===== src/rtl/sram_mem_ctrl_pkg.sv =====
// Shared types and defaults for the MEM-stage SRAM controller.
// States, op encoding and address-map defaults.
package arm_mem_pkg;

  typedef enum logic [1:0] {
    IDLE,
    LOW,
    HIGH,
    DONE
  } state_t;

  typedef enum logic {
    OP_RD = 1'b0,
    OP_WR = 1'b1
  } op_t;

  localparam int          SRAM_AW_DEF   = 18;
  localparam logic [31:0] BASE_ADDR_DEF = 32'd1024;

endpackage


===== src/rtl/sram_mem_ctrl_if.sv =====
// MEM-stage request bus: load/store request in, result and ready out.
// master = MEM stage, slave = memory controller.
interface sram_mem_ctrl_if;

  logic        rd_en;
  logic        wr_en;
  logic [31:0] address;
  logic [31:0] write_data;
  logic [31:0] read_data;
  logic        ready;

  modport master (
    output rd_en, wr_en, address, write_data,
    input  read_data, ready
  );

  modport slave (
    input  rd_en, wr_en, address, write_data,
    output read_data, ready
  );

endinterface


===== src/rtl/sram_phase_counter.sv =====
// Cycle counter for one 16-bit half-access (0..WAIT-1).
// stb reflects the count the SRAM pins will carry next cycle.
module sram_phase_counter #(
  parameter int WAIT = 3
) (
  input  logic clk,
  input  logic rst,
  input  logic clr,
  input  logic en,
  output logic last,
  output logic stb
);

  logic [3:0] count;
  logic [3:0] count_d;

  always_comb begin
    count_d = count;
    if (clr)
      count_d = '0;
    else if (en)
      count_d = count + 4'd1;
  end

  always_ff @(posedge clk or posedge rst) begin
    if (rst)
      count <= '0;
    else
      count <= count_d;
  end

  assign last = (count == 4'(WAIT - 1));
  assign stb  = (count_d < 4'(WAIT - 1));

endmodule


===== src/rtl/sram_mem_ctrl.sv =====
// Serves 32-bit MEM-stage loads/stores from a 16-bit async SRAM,
// low halfword then high halfword, WAIT cycles each.
module sram_mem_ctrl
  import arm_mem_pkg::*;
#(
  parameter int          WAIT      = 3,
  parameter int          SRAM_AW   = SRAM_AW_DEF,
  parameter logic [31:0] BASE_ADDR = BASE_ADDR_DEF
) (
  input  logic               clk,
  input  logic               rst,
  sram_mem_ctrl_if.slave     bus,
  output logic [SRAM_AW-1:0] sram_addr,
  output logic [15:0]        sram_dq_out,
  input  logic [15:0]        sram_dq_in,
  output logic               sram_dq_oe,
  output logic               sram_we_n,
  output logic               sram_oe_n,
  output logic               sram_ce_n,
  output logic               sram_ub_n,
  output logic               sram_lb_n
);

  state_t               state, state_d;
  op_t                  op_q, op_d;
  logic [SRAM_AW-1:0]   hw_q, hw_d, hw_in;
  logic [31:0]          wd_q, wd_d, off;
  logic [31:0]          rdata;
  logic                 req, last, stb, clr, en;
  logic                 cap_lo, cap_hi, act, wr;
  logic [SRAM_AW-1:0]   addr_d;
  logic [15:0]          dqo_d;

  assign req   = bus.rd_en | bus.wr_en;
  assign off   = bus.address - BASE_ADDR;
  assign hw_in = SRAM_AW'((off >> 2) << 1);

  sram_phase_counter #(.WAIT(WAIT)) u_cnt (
    .clk  (clk),
    .rst  (rst),
    .clr  (clr),
    .en   (en),
    .last (last),
    .stb  (stb)
  );

  always_comb begin
    state_d = state;
    op_d    = op_q;
    hw_d    = hw_q;
    wd_d    = wd_q;
    clr     = 1'b1;
    en      = 1'b0;
    cap_lo  = 1'b0;
    cap_hi  = 1'b0;
    unique case (state)
      IDLE: if (req) begin
        state_d = LOW;
        op_d    = bus.wr_en ? OP_WR : OP_RD;
        hw_d    = hw_in;
        wd_d    = bus.write_data;
      end
      LOW: begin
        clr    = last;
        en     = ~last;
        cap_lo = last && (op_q == OP_RD);
        if (last) state_d = HIGH;
      end
      HIGH: begin
        clr    = last;
        en     = ~last;
        cap_hi = last && (op_q == OP_RD);
        if (last) state_d = DONE;
      end
      DONE: state_d = IDLE;
      default: state_d = IDLE;
    endcase
  end

  // Pins are registered, so they are decoded from next-cycle state.
  always_comb begin
    act    = (state_d == LOW) || (state_d == HIGH);
    wr     = (op_d == OP_WR);
    addr_d = '0;
    dqo_d  = '0;
    if (act) begin
      addr_d = (state_d == HIGH) ? {hw_d[SRAM_AW-1:1], 1'b1} : hw_d;
      if (wr)
        dqo_d = (state_d == HIGH) ? wd_d[31:16] : wd_d[15:0];
    end
  end

  always_ff @(posedge clk or posedge rst) begin
    if (rst) begin
      state       <= IDLE;
      op_q        <= OP_RD;
      hw_q        <= '0;
      wd_q        <= '0;
      rdata       <= '0;
      sram_addr   <= '0;
      sram_dq_out <= '0;
      sram_dq_oe  <= 1'b0;
      sram_we_n   <= 1'b1;
      sram_oe_n   <= 1'b1;
      sram_ce_n   <= 1'b1;
      sram_ub_n   <= 1'b1;
      sram_lb_n   <= 1'b1;
    end else begin
      state       <= state_d;
      op_q        <= op_d;
      hw_q        <= hw_d;
      wd_q        <= wd_d;
      if (cap_lo) rdata[15:0]  <= sram_dq_in;
      if (cap_hi) rdata[31:16] <= sram_dq_in;
      sram_addr   <= addr_d;
      sram_dq_out <= dqo_d;
      sram_dq_oe  <= act && wr;
      sram_we_n   <= ~(act && wr && stb);
      sram_oe_n   <= ~(act && !wr);
      sram_ce_n   <= ~act;
      sram_ub_n   <= ~act;
      sram_lb_n   <= ~act;
    end
  end

  assign bus.read_data = rdata;
  assign bus.ready     = (state == IDLE) ? ~req : (state == DONE);

endmodule


===== src/flat_wrapper.sv =====
// flat-port wrapper written by rule: the top's interface ports become plain ports
module sram_mem_ctrl_flat import arm_mem_pkg::*;
#(
  parameter int          WAIT      = 3,
  parameter int          SRAM_AW   = SRAM_AW_DEF,
  parameter logic [31:0] BASE_ADDR = BASE_ADDR_DEF
)
  (clk, rst, sram_addr, sram_dq_out, sram_dq_in, sram_dq_oe, sram_we_n, sram_oe_n, sram_ce_n, sram_ub_n, sram_lb_n, bus_rd_en, bus_wr_en, bus_address, bus_write_data, bus_read_data, bus_ready);
  sram_mem_ctrl_if bus_i ();
  input  logic clk;
  input  logic rst;
  output logic [SRAM_AW-1:0] sram_addr;
  output logic [15:0] sram_dq_out;
  input  logic [15:0] sram_dq_in;
  output logic sram_dq_oe;
  output logic sram_we_n;
  output logic sram_oe_n;
  output logic sram_ce_n;
  output logic sram_ub_n;
  output logic sram_lb_n;
  input wire logic [$bits(bus_i.rd_en)-1:0] bus_rd_en;
  input wire logic [$bits(bus_i.wr_en)-1:0] bus_wr_en;
  input wire logic [$bits(bus_i.address)-1:0] bus_address;
  input wire logic [$bits(bus_i.write_data)-1:0] bus_write_data;
  output wire logic [$bits(bus_i.read_data)-1:0] bus_read_data;
  output wire logic [$bits(bus_i.ready)-1:0] bus_ready;
  assign bus_i.rd_en = bus_rd_en;
  assign bus_i.wr_en = bus_wr_en;
  assign bus_i.address = bus_address;
  assign bus_i.write_data = bus_write_data;
  assign bus_read_data = bus_i.read_data;
  assign bus_ready = bus_i.ready;
  sram_mem_ctrl #(.WAIT(WAIT), .SRAM_AW(SRAM_AW), .BASE_ADDR(BASE_ADDR)) u_core (.clk(clk), .rst(rst), .bus(bus_i), .sram_addr(sram_addr), .sram_dq_out(sram_dq_out), .sram_dq_in(sram_dq_in), .sram_dq_oe(sram_dq_oe), .sram_we_n(sram_we_n), .sram_oe_n(sram_oe_n), .sram_ce_n(sram_ce_n), .sram_ub_n(sram_ub_n), .sram_lb_n(sram_lb_n));
endmodule

===== config.mk =====
export PLATFORM = sky130hd
export DESIGN_NAME = sram_mem_ctrl_flat
export DESIGN_NICKNAME = d
export VERILOG_FILES = /design/src/rtl/sram_mem_ctrl_pkg.sv /design/src/rtl/sram_mem_ctrl_if.sv /design/src/rtl/sram_phase_counter.sv /design/src/rtl/sram_mem_ctrl.sv /design/src/flat_wrapper.sv
export SDC_FILE = /design/constraint.sdc
export NUM_CORES = 1
export LEC_CHECK = 0
export BUFFER_PORTS_ARGS = -buffer_cell sky130_fd_sc_hd__clkbuf_2
export CAP_MARGIN = 20
export CORE_MARGIN = 8
export CORE_UTILIZATION = 47
export DETAILED_ROUTE_END_ITERATION = 12
export PLACE_DENSITY = 0.76
export SYNTH_ARGS = -nofsm -noshare
export SYNTH_HDL_FRONTEND = slang
export SYNTH_SLANG_ARGS = --single-unit
export TNS_END_PERCENT = 1

===== constraint.sdc =====
create_clock -name clk -period 3.44 [get_ports clk]
set_input_delay 0.172 -clock clk [delete_from_list [all_inputs] [get_ports clk]]
set_output_delay 0.172 -clock clk [all_outputs]
set_load 0.01 [all_outputs]

-- Word level (Yosys, flattened, before mapping)
Cells that the tools add are included.
- register bits after elaboration: 127
- input port bits: 84
- output and inout port bits: 73
- logic and storage cells: 60
- add/subtract/negate cells: 2
- magnitude comparators: 1
- equality and inequality tests: 6
- mux-type cells: 23
- bitwise logic cells: 7
- reduce and logical (&&, ||, !) cells: 8
- operator list (kind ; count):
    $mux 32 ; 2
    $mux 18 ; 3
    $mux 16 ; 3
    $sub 19x11->19 const B ; 1
    $mux 1 ; 9
    $mux 4 ; 2
    $pmux 2 s4 ; 1
    $eq 2x2->1 const B ; 3
    $mux 2 ; 3
    $not 1->1 ; 6
    $add 4x1->4 const B ; 1
    $eq 2x1->1 const B ; 2
    $eq 4x2->1 const B ; 1
    $logic_and 1x1->1 ; 4
    $lt 4x2->1 const B ; 1
    $logic_not 2->1 ; 1
    $reduce_or 2->1 ; 1
    $logic_not 1->1 ; 1
    $logic_or 1x1->1 ; 1
    $or 1x1->1 ; 1

-- Longest topological paths before layout
Gate-level depths: netlist (run 1).
- word-level depth: 8
- mapped depth: 12
- depth with buffers taken out: 9

-- By module
A second synthesis (run 1) with hierarchy kept.
- cells, all modules: 426
- area, all modules: 5305.1 um2
- modules (own cells, without submodules) (module ; times used ; cells an instance ; area each (um2) ; seq. area each (um2)):
    sram_mem_ctrl ; 1 ; 405 ; 5077.4 ; 3081.7
    sram_phase_counter ; 1 ; 21 ; 227.7 ; 100.1

-- Worst setup path after synthesis (run 1)
Ideal clock, no wire load.
- path kind: reg-to-reg
- start point: register u_core.u_cnt.count[0]
- end point: register u_core.sram_dq_out[10]
- setup time: 0.132 ns
- arrival: 2.524 ns
- data required time: 3.308 ns
- path slack: 0.783 ns
- cell stages (with the launch flop): 11
- buffers on the path: 2
- period minus slack after synthesis: 2.657 ns
- cells stage by stage: dfrtp_1 -> inv_1 -> ha_1 -> or3b_2 -> a21oi_1 -> a2bb2oi_1 -> ha_1 -> clkbuf_1 -> buf_2 -> mux4_2 -> nor2b_1
- longest elaborated chain between the ends: 7
- elaborated cells on any way between the ends: 10
- classes of those cells: eq/ne: 3; mux: 6; reduce/logical: 1
- ends and longest elaborated chain (element ; line ; RTL):
    from (decl) ; sram_phase_counter.sv:14 ; logic [3:0] count;
    from (signal assigned) ; sram_phase_counter.sv:29 ; count <= count_d;
    $eq 4x2->1 * ; sram_phase_counter.sv:32 ; assign last = (count == 4'(WAIT - 1));
    $mux 2 (on tied branches) ; sram_mem_ctrl.sv:73, sram_mem_ctrl.sv:67 ;
    $pmux 2 s4 * ; sram_mem_ctrl.sv:56 ; unique case (state)
    via u_core.state_d[1] ; sram_mem_ctrl.sv:24 ; state_t state, state_d;
    $eq 2x2->1 ; sram_mem_ctrl.sv:82, sram_mem_ctrl.sv:89 ;
    $mux 16 ; sram_mem_ctrl.sv:89 ; dqo_d = (state_d == HIGH) ? wd_d[31:16] : wd_d[15:0];
    $mux 16 ; sram_mem_ctrl.sv:88 ; if (wr)
    $mux 16 * ; sram_mem_ctrl.sv:86 ; if (act) begin
    via u_core.dqo_d[10] ; sram_mem_ctrl.sv:32 ; logic [15:0] dqo_d;
    to (signal assigned) ; sram_mem_ctrl.sv:116 ; sram_dq_out <= dqo_d;
    to (decl) ; sram_mem_ctrl.sv:14 ; output logic [15:0] sram_dq_out,
The timed path passes the listed nets; every way through them passes the cells marked *.
A chain may end at the register's enable or synchronous reset.

-- Worst setup path in the final report (run 1)
- start point: register u_core.u_cnt.count[0]
- end point: register u_core.sram_we_n
- longest elaborated chain between the ends: 8
- elaborated cells on any way between the ends: 17
- classes of those cells: add/sub: 1; order compare: 1; eq/ne: 3; mux: 7; bitwise: 2; reduce/logical: 3
- ends and longest elaborated chain (element ; line ; RTL):
    $eq 4x2->1 * ; sram_phase_counter.sv:32 ;
    $mux 2 (on tied branches) ; sram_mem_ctrl.sv:73, sram_mem_ctrl.sv:67 ;
    $pmux 2 s4 * ; sram_mem_ctrl.sv:56 ;
    via u_core.state_d[1] ; sram_mem_ctrl.sv:24 ;
    $eq 2x1->1 or $eq 2x2->1 (tied branches) ; sram_mem_ctrl.sv:82 ; act = (state_d == LOW) || (state_d == HIGH);
    $logic_or 1x1->1 * ; sram_mem_ctrl.sv:82 ;
    $logic_and 1x1->1 * (2 in series) ; sram_mem_ctrl.sv:118 ; sram_we_n <= ~(act && wr && stb);
    $not 1->1 * ; sram_mem_ctrl.sv:118 ;
    to (signal assigned) ; sram_mem_ctrl.sv:118 ;
    to (decl) ; sram_mem_ctrl.sv:17 ; output logic sram_we_n,
Marked as above.

==> results of run 1 <==
==> area by class of cell <==
class / count / area [sq um] / share of cell area
Clock buffer: 25 / 495 / 0.0677
Tap cell: 143 / 179 / 0.0244
Inverter: 9 / 37.5 / 0.00513
Timing Repair Buffer: 199 / 1290 / 0.176
Sequential cell: 127 / 3180 / 0.435
Clock inverter: 6 / 105 / 0.0144
Multi-Input combinational cell: 265 / 2040 / 0.278
==> cell families (layout without fill, tap and decap cells) <==
family,count (synthesis),count (layout),share of synthesized area
mux,58,58,0.169
compound gates,25,25,0.0338
xor+xnor,3,3,0.00489
simple gates,170,170,0.148
flops,127,127,0.593
buf+inv,30,239,0.0303
fa+ha+maj,9,9,0.0210
==> Yosys cell counts, drive strengths merged <==
cell type  number  area [sq um]
dfrtp         124          3100
nand2         108           420
mux2           41           537
buf            18           118
mux4           16           360
nor2b          16           100
nor2           14          52.6
and2           10          62.6
ha              9           113
inv             9          33.8
a211oi          7          52.6
a21oi           7          35.0
nor4            6          37.5
nor3            5          25.0
and4            4          35.0
clkbuf          3          11.3
dfstp           3          78.8
o21ai           3          18.8
xnor2           3          26.3
o21a            2          22.5
a21boi          1          7.51
a21o            1          7.51
a2bb2oi         1          8.76
a311o           1          10.0
mux2i           1          10.0
nand2b          1          6.26
nand3           1          5.00
nor3b           1          7.51
nor4b           1          23.8
o211a           1          10.0
o31a            1          8.76
or2             1          6.26
or3             1          6.26
or3b            1          8.76
==> worst paths after layout <==
| kind | end | slack, ps |
|---|---|---|
| max | u_core.sram_we_n | 460 |
| min | u_core.bus.read_data[4] | 20 |
| max reg2reg | u_core.sram_we_n | 460 |
| min reg2reg | u_core.hw_q[12] | 460 |
| max in group asynchronous | u_core.sram_addr[0] | 2150 |
| min in group asynchronous | u_core.sram_addr[5] | 420 |
==> what timing repair did <==
action / CTS / global route
hold endpoints to repair: 79 / 0
buffers inserted: 0 / 0
hold buffers: 50 / 0
==> per-stage QoR <==
| stage | worst slack, ps | power (mW) |
|---|---|---|
| after floorplan | 783 | 4.07 |
| after global placement | 544 | 4.71 |
| after detailed placement | 433 | 4.84 |
| after CTS | 389 | 6.73 |
| after global routing | 236 | 7.08 |
| final | 464 | 6.67 |
==> registers in the layout, indices dropped and copies added, names as in the netlist <==
register,cells
u_core.state,2
u_core.sram_dq_oe,1
u_core.op_q,1
u_core.hw_q,18
u_core.wd_q,32
u_core.bus.read_data,32
u_core.sram_we_n,1
u_core.u_cnt.count,4
u_core.sram_dq_out,16
u_core.sram_ce_n,1
u_core.sram_addr,18
u_core.sram_oe_n,1
==> worst register-to-register path, delay by kind of cell, from the launching register on <==
| kind | cells | cell delay [ps] |
|---|---|---|
| flops | 1 | 400 |
| compound gates | 4 | 1230 |
| fa+ha+maj | 2 | 450 |
| buf+inv | 2 | 300 |
| simple gates | 1 | 510 |
==> per-layer routing <==
layer,GRT usage,vias to the layer above
li1,-,1825
met1,0.203,1923
met2,0.303,139
met3,0.0621,20
met4,0.0708,0
met5,0,-
==> where the power goes <==
| group | switching [mW] | leakage, nW | internal (mW) |
|---|---|---|---|
| sequential | 0.294 | 1.56 | 2.15 |
| clock | 0.600 | 0.297 | 1.21 |
| combinational | 1.27 | 1.86 | 1.15 |
==> metrics.md, run 1 <==
| Metric | Value |
|---|---|
| Run status | completed |
| Seq/Total Area, Yosys | 0.593 |
| Fmax | 0.336 GHz |
| Final HPWL DP | 8.55 mm |
| Setup Skew | 5.41 ps |
| # DRC | 0 |
| Max_cap viols | 0 |
| Synth Net Count | 515 |
| Fin. Hold Viols | 0 |
| Layout cells sized above 1 | 0.388 |
| Number of DRC markers in iteration 0 | 150 |
| CP Class | reg2reg |
| WL met3 | 1.02 mm |
| Num CTS Buffers | 17 |
| Final nets | 712 |
| Fin area | 7320 sq um |
| Most common cell after layout, fill and taps aside | clkbuf_2 |
| Crit start category | flip-flop |
| WL/cell | 16.7 microns |
| Yosys cell types | 41 |
| DRT met1 WL | 5.22 mm |
| Post-CTS sizing | 0 |
| Clk sinks | 127 |
| Final core utilization | 0.649 |
| N_diodes | 0 |
| Final ANT Viol Nets | 0 |
| Reg2reg start | u_core.u_cnt.count[0] |
| Req. time, crit path | 3770 ps |
| Seq cells post-synth | 127 |
| Deepest clock path buffer count | 2 |
| Area delta synth->final | 36.4% |
| IO Port Bufs | 141 |
| Worst Hold Class | in2reg |
| Std-Cell Rows | 39 |
| First-pass GRT wire length | 20.9 mm |
| Initial Util | 0.476 |
| Crit path depth | 9 |
| Post-Route WL | 12.9 mm |
| CP endpoint kind | flip-flop |
| Clock transition at the registers of the reported paths | 50 ps |
| Worst Setup SP | u_core.u_cnt.count[0] |
| Vias in the first global route | 4,228 |
| Max-slew violations | 0 |
| Initial antenna violation count | 0 |
| WP buf/inv | 2 |
| Worst path top cell family by delay | compound AO/OA/AOI/OAI gates |
| Hold Path Stages | 2 |
| Fin crit period | 2980 ps |
| Hold Path Origin | sram_dq_in[4] |
| Syn Std Cell Area | 5370 sq um |
| Met2 wire length | 6.44 mm |
| Grt total ovfl | 0 |
| Cells on worst reg2reg path | 9 |
| Critical-path cell list | inv_1, ha_1, or3b_2, a21oi_1, a2bb2oi_1, ha_1, inv_1, o21ai_2, a311o_1 |
| Worst-Skew Late Latency | 410 ps |
| Final cell count without fillers | 774 |
| Pin count of the biggest net entering global routing | 51 |
| IR Drop Worst-Case VDD | 0.000534 V |
| Die Y | 123 microns |
| Worst hold slack | 21.4 ps |
| Syn Area/Cell | 12.7 sq um |
| Crit-path slowest cell | or3b_2 |
| Die W | 123 microns |
| Die area | 15,100 sq um |
| Setup violators final | 0 |
| Final period utilization | 0.865 |
| Via/cell ratio | 5.05 |
| I/O Pins | 157 |
| Drt pass-1 iters | 4 |
| Most frequent cells in the layout | clkbuf_2 (141), dfrtp_1 (124), nand2_1 (106) |
| Worst-margin pin slew | 1020 ps |
| Placed cell count | 693 |
| Uppermost routed layer | met4 |
| Fillers | 824 |
| CTS tree | done |
| GPL Wtd Cong | 0.807 |
| Placed Instance Area | 6220 sq um |
| Pwr dens | 911 nW/um^2 |
| Cells after synthesis | 422 |
| Root Buffer | clkbuf_16 |
| RSZ-0062 raised after global routing | no |
| Slew margin rel. | 0.321 |
| Crit path max fanout | 18 |
| GRT Resource Usage Total | 0.179 |
| Data arrival time of the worst path | 3310 ps |
| Synth warn | 0 |
| H-tree depth | 4 |
| Critical Path Max Stage Delay | 510 ps |
| Setup TNS | 0 ps |
| Leak Pwr | 3.72 nW |
| Core Region | 11,300 sq um |
| DR vias | 3,907 |
Note: power is estimated with default switching activity, not from simulation.
==> run 2, diff against run 1 <==
--- a/config.mk
+++ b/config.mk
@@ -8,10 +8,12 @@
 export BUFFER_PORTS_ARGS = -buffer_cell sky130_fd_sc_hd__clkbuf_2
 export CAP_MARGIN = 20
 export CORE_MARGIN = 8
-export CORE_UTILIZATION = 47
+export CORE_UTILIZATION = 46
 export DETAILED_ROUTE_END_ITERATION = 12
-export PLACE_DENSITY = 0.76
+export PLACE_DENSITY = 0.75
+export SLEW_MARGIN = 20
 export SYNTH_ARGS = -nofsm -noshare
 export SYNTH_HDL_FRONTEND = slang
+export SYNTH_HIERARCHICAL = 1
 export SYNTH_SLANG_ARGS = --single-unit
 export TNS_END_PERCENT = 1
==> metrics.md, run 2 <==
| Metric | Value |
|---|---|
| Total Power | 7.01 mW |
| Multi-input combinational cell area | 1980 sq um |
| Fin crit period | 2620 ps |
| Switching Fraction | 0.333 |
| Core Region | 11,300 sq um |
| Post-CTS Hold Buffers | 53 |
| Clock Power Share | 0.272 |
| Seq/Total Area, Yosys | 0.600 |
| Pre-CTS WS | 878 ps |
| Seq cells post-synth | 127 |
| Async S/R FF share, synth | 1.00 |
| Final nets | 719 |
| Worst setup margin | 823 ps |
| Deepest clock path buffer count | 2 |
| Req. time, crit path | 3780 ps |
| Initial antenna violation count | 0 |
| Post-Route WL | 13.0 mm |
| IO Port Bufs | 141 |
| Drt pass-1 iters | 4 |
| Post-CTS setup buffers | 0 |
| Final cell count without fillers | 781 |
| CP Class | reg2reg |
| Number of DRC markers in iteration 0 | 195 |
| Fillers | 843 |
| Clk sinks | 127 |
| Most frequent cells in the layout | clkbuf_2 (141), dfrtp_1 (124), nand2_1 (107) |
| IR Drop Worst-Case VDD | 0.000620 V |
| Leak Pwr | 3.62 nW |
| Area share of the largest cell type after synthesis | 0.585 |
| WL/cell | 16.7 microns |
| Pwr dens | 959 nW/um^2 |
| Cell with the most instances after synthesis | dfrtp_1 |
| Yosys cell types | 39 |
| I/O Pins | 157 |
| Data arrival time of the worst path | 2960 ps |
| Placed Instance Area | 6130 sq um |
| FF+latch area | 3180 sq um |
| GPL Wtd Cong | 0.795 |
| Layout cells sized above 1 | 0.381 |
| Top cells by area, synth | dfrtp_1 (58%), mux2_2 (8.7%), nand2_1 (7.6%) |
| Worst Hold Class | in2reg |
| Max-slew violations | 0 |
| Crit path max fanout | 18 |
| Internal | 4.67 mW |
| Fin area | 7300 sq um |
| CTS tree | done |
| Run status | completed |
| Setup TNS | 0 ps |
| Post-synth EDFFs | 0 |
| First-pass GRT wire length | 21.0 mm |
| Most common cell after layout, fill and taps aside | clkbuf_2 |
| RSZ-0062 raised after global routing | no |
| Vias in the first global route | 4,307 |
| CP endpoint kind | flip-flop |
| Initial Util | 0.469 |
| Syn Area/Cell | 12.5 sq um |
| N_diodes | 0 |
| Area delta synth->final | 37.7% |
| Die area | 15,200 sq um |
| GRT Resource Usage Total | 0.179 |
| Synth Net Count | 520 |
| Fin. Hold Viols | 0 |
| Placed cell count | 696 |
| Slew margin rel. | 0.510 |
| Worst-Skew Late Latency | 410 ps |
| Cells after synthesis | 426 |
| Root Buffer | clkbuf_16 |
| Die Y | 123 microns |
| Crit start category | flip-flop |
| Setup violators final | 0 |
| Post-CTS sizing | 0 |
| Syn Std Cell Area | 5310 sq um |
| Worst-margin pin slew | 734 ps |
| Via/cell ratio | 5.01 |
| Combinational Power Share | 0.375 |
| Final ANT Viol Nets | 0 |
| Num CTS Buffers | 17 |
| H-tree depth | 4 |
| Std-Cell Rows | 39 |
| Final core utilization | 0.645 |
| DR vias | 3,915 |
| Final HPWL DP | 8.57 mm |
| Primary FF master, synth | dfrtp_1 |
| Final period utilization | 0.761 |
| # DRC | 0 |
| Fmax | 0.382 GHz |
| Seq pwr share | 0.354 |
| Worst hold slack | 22.0 ps |
| Yosys top cell by area | dfrtp_1 |
| Grt total ovfl | 0 |
| Synth cell count leaders | dfrtp_1 (124), nand2_1 (107), mux2_2 (41), and2_1 (25), mux4_2 (14) |
| Die W | 123 microns |
| NetSw | 2.34 mW |
| Synth warn | 6 |
| Clock transition at the registers of the reported paths | 60 ps |
| Max_cap viols | 0 |
| Pin count of the biggest net entering global routing | 84 |
| Setup Skew | 10.1 ps |
==> run 2: cell count changes in the layout (fill, tap and decap cells not counted), moves of 3 or more <==
cell	previous run	this run
mux2_4	20	1
and2_1	10	25
clkbuf_1	4	1
dlygate4sd3_1	50	53
mux2_2	21	41
nor2b_1	16	3
==> run 2: power by group through the flow <==
stage,clock [mW],combinational (mW),sequential (mW)
final,1.90,2.62,2.48
after global routing,2.01,2.92,2.55
after CTS,1.95,2.66,2.47
after detailed placement,0,2.59,2.49
after global placement,0,2.50,2.44
after floorplan,0,1.67,2.59
==> run 2: layer usage <==
layer / routed length (microns) / track usage
met1: 5200 / 0.201
met2: 6690 / 0.312
met3: 968 / 0.0589
met4: 148 / 0.0685
met5: 0 / 0
==> run 2: cells by family (layout without fill, tap and decap cells) <==
group | after synthesis | in the layout | synth area share
DFF | 127 | 127 | 0.600
xor gates and xnor gates | 3 | 3 | 0.00495
and+or+nand+nor | 170 | 170 | 0.146
muxes | 58 | 58 | 0.159
AOI/OAI and AO/OA | 28 | 28 | 0.0370
buffers and inverters | 30 | 242 | 0.0297
adders and majority gates | 10 | 10 | 0.0236
==> run 2: area by class of cell <==
type | count | area share
Multi-Input combinational cell | 269 | 0.271
Clock buffer | 22 | 0.0663
Inverter | 10 | 0.00582
Clock inverter | 10 | 0.0216
Tap cell | 143 | 0.0245
Timing Repair Buffer | 200 | 0.175
Sequential cell | 127 | 0.436
==> run 2: worst paths after layout <==
| path | start | to | slack [ps] | cells after the start |
|---|---|---|---|---|
| max | u_core/u_cnt/count[0] | u_core/sram_dq_out[2] | 820 | 10 |
| min reg2reg | u_core/hw_q[9] | u_core/hw_q[9] | 470 | 2 |
| min in group asynchronous | rst | u_core/u_cnt/count[0] | 240 | 3 |
| min | bus_address[7] | u_core/hw_q[6] | 20 | 2 |
| max in group asynchronous | rst | u_core/sram_oe_n | 2140 | 4 |
| max reg2reg | u_core/u_cnt/count[0] | u_core/sram_dq_out[2] | 820 | 10 |
==> run 2: worst max-delay path, cell delays in order, from the launching register on <==
cell     delay, ps
dfrtp_1        420
inv_1           70
ha_1           130
nor3b_1        460
o22a_1         210
nor2_1          60
a21oi_1        160
ha_1           430
a21oi_1        200
buf_4          240
and2_1         170
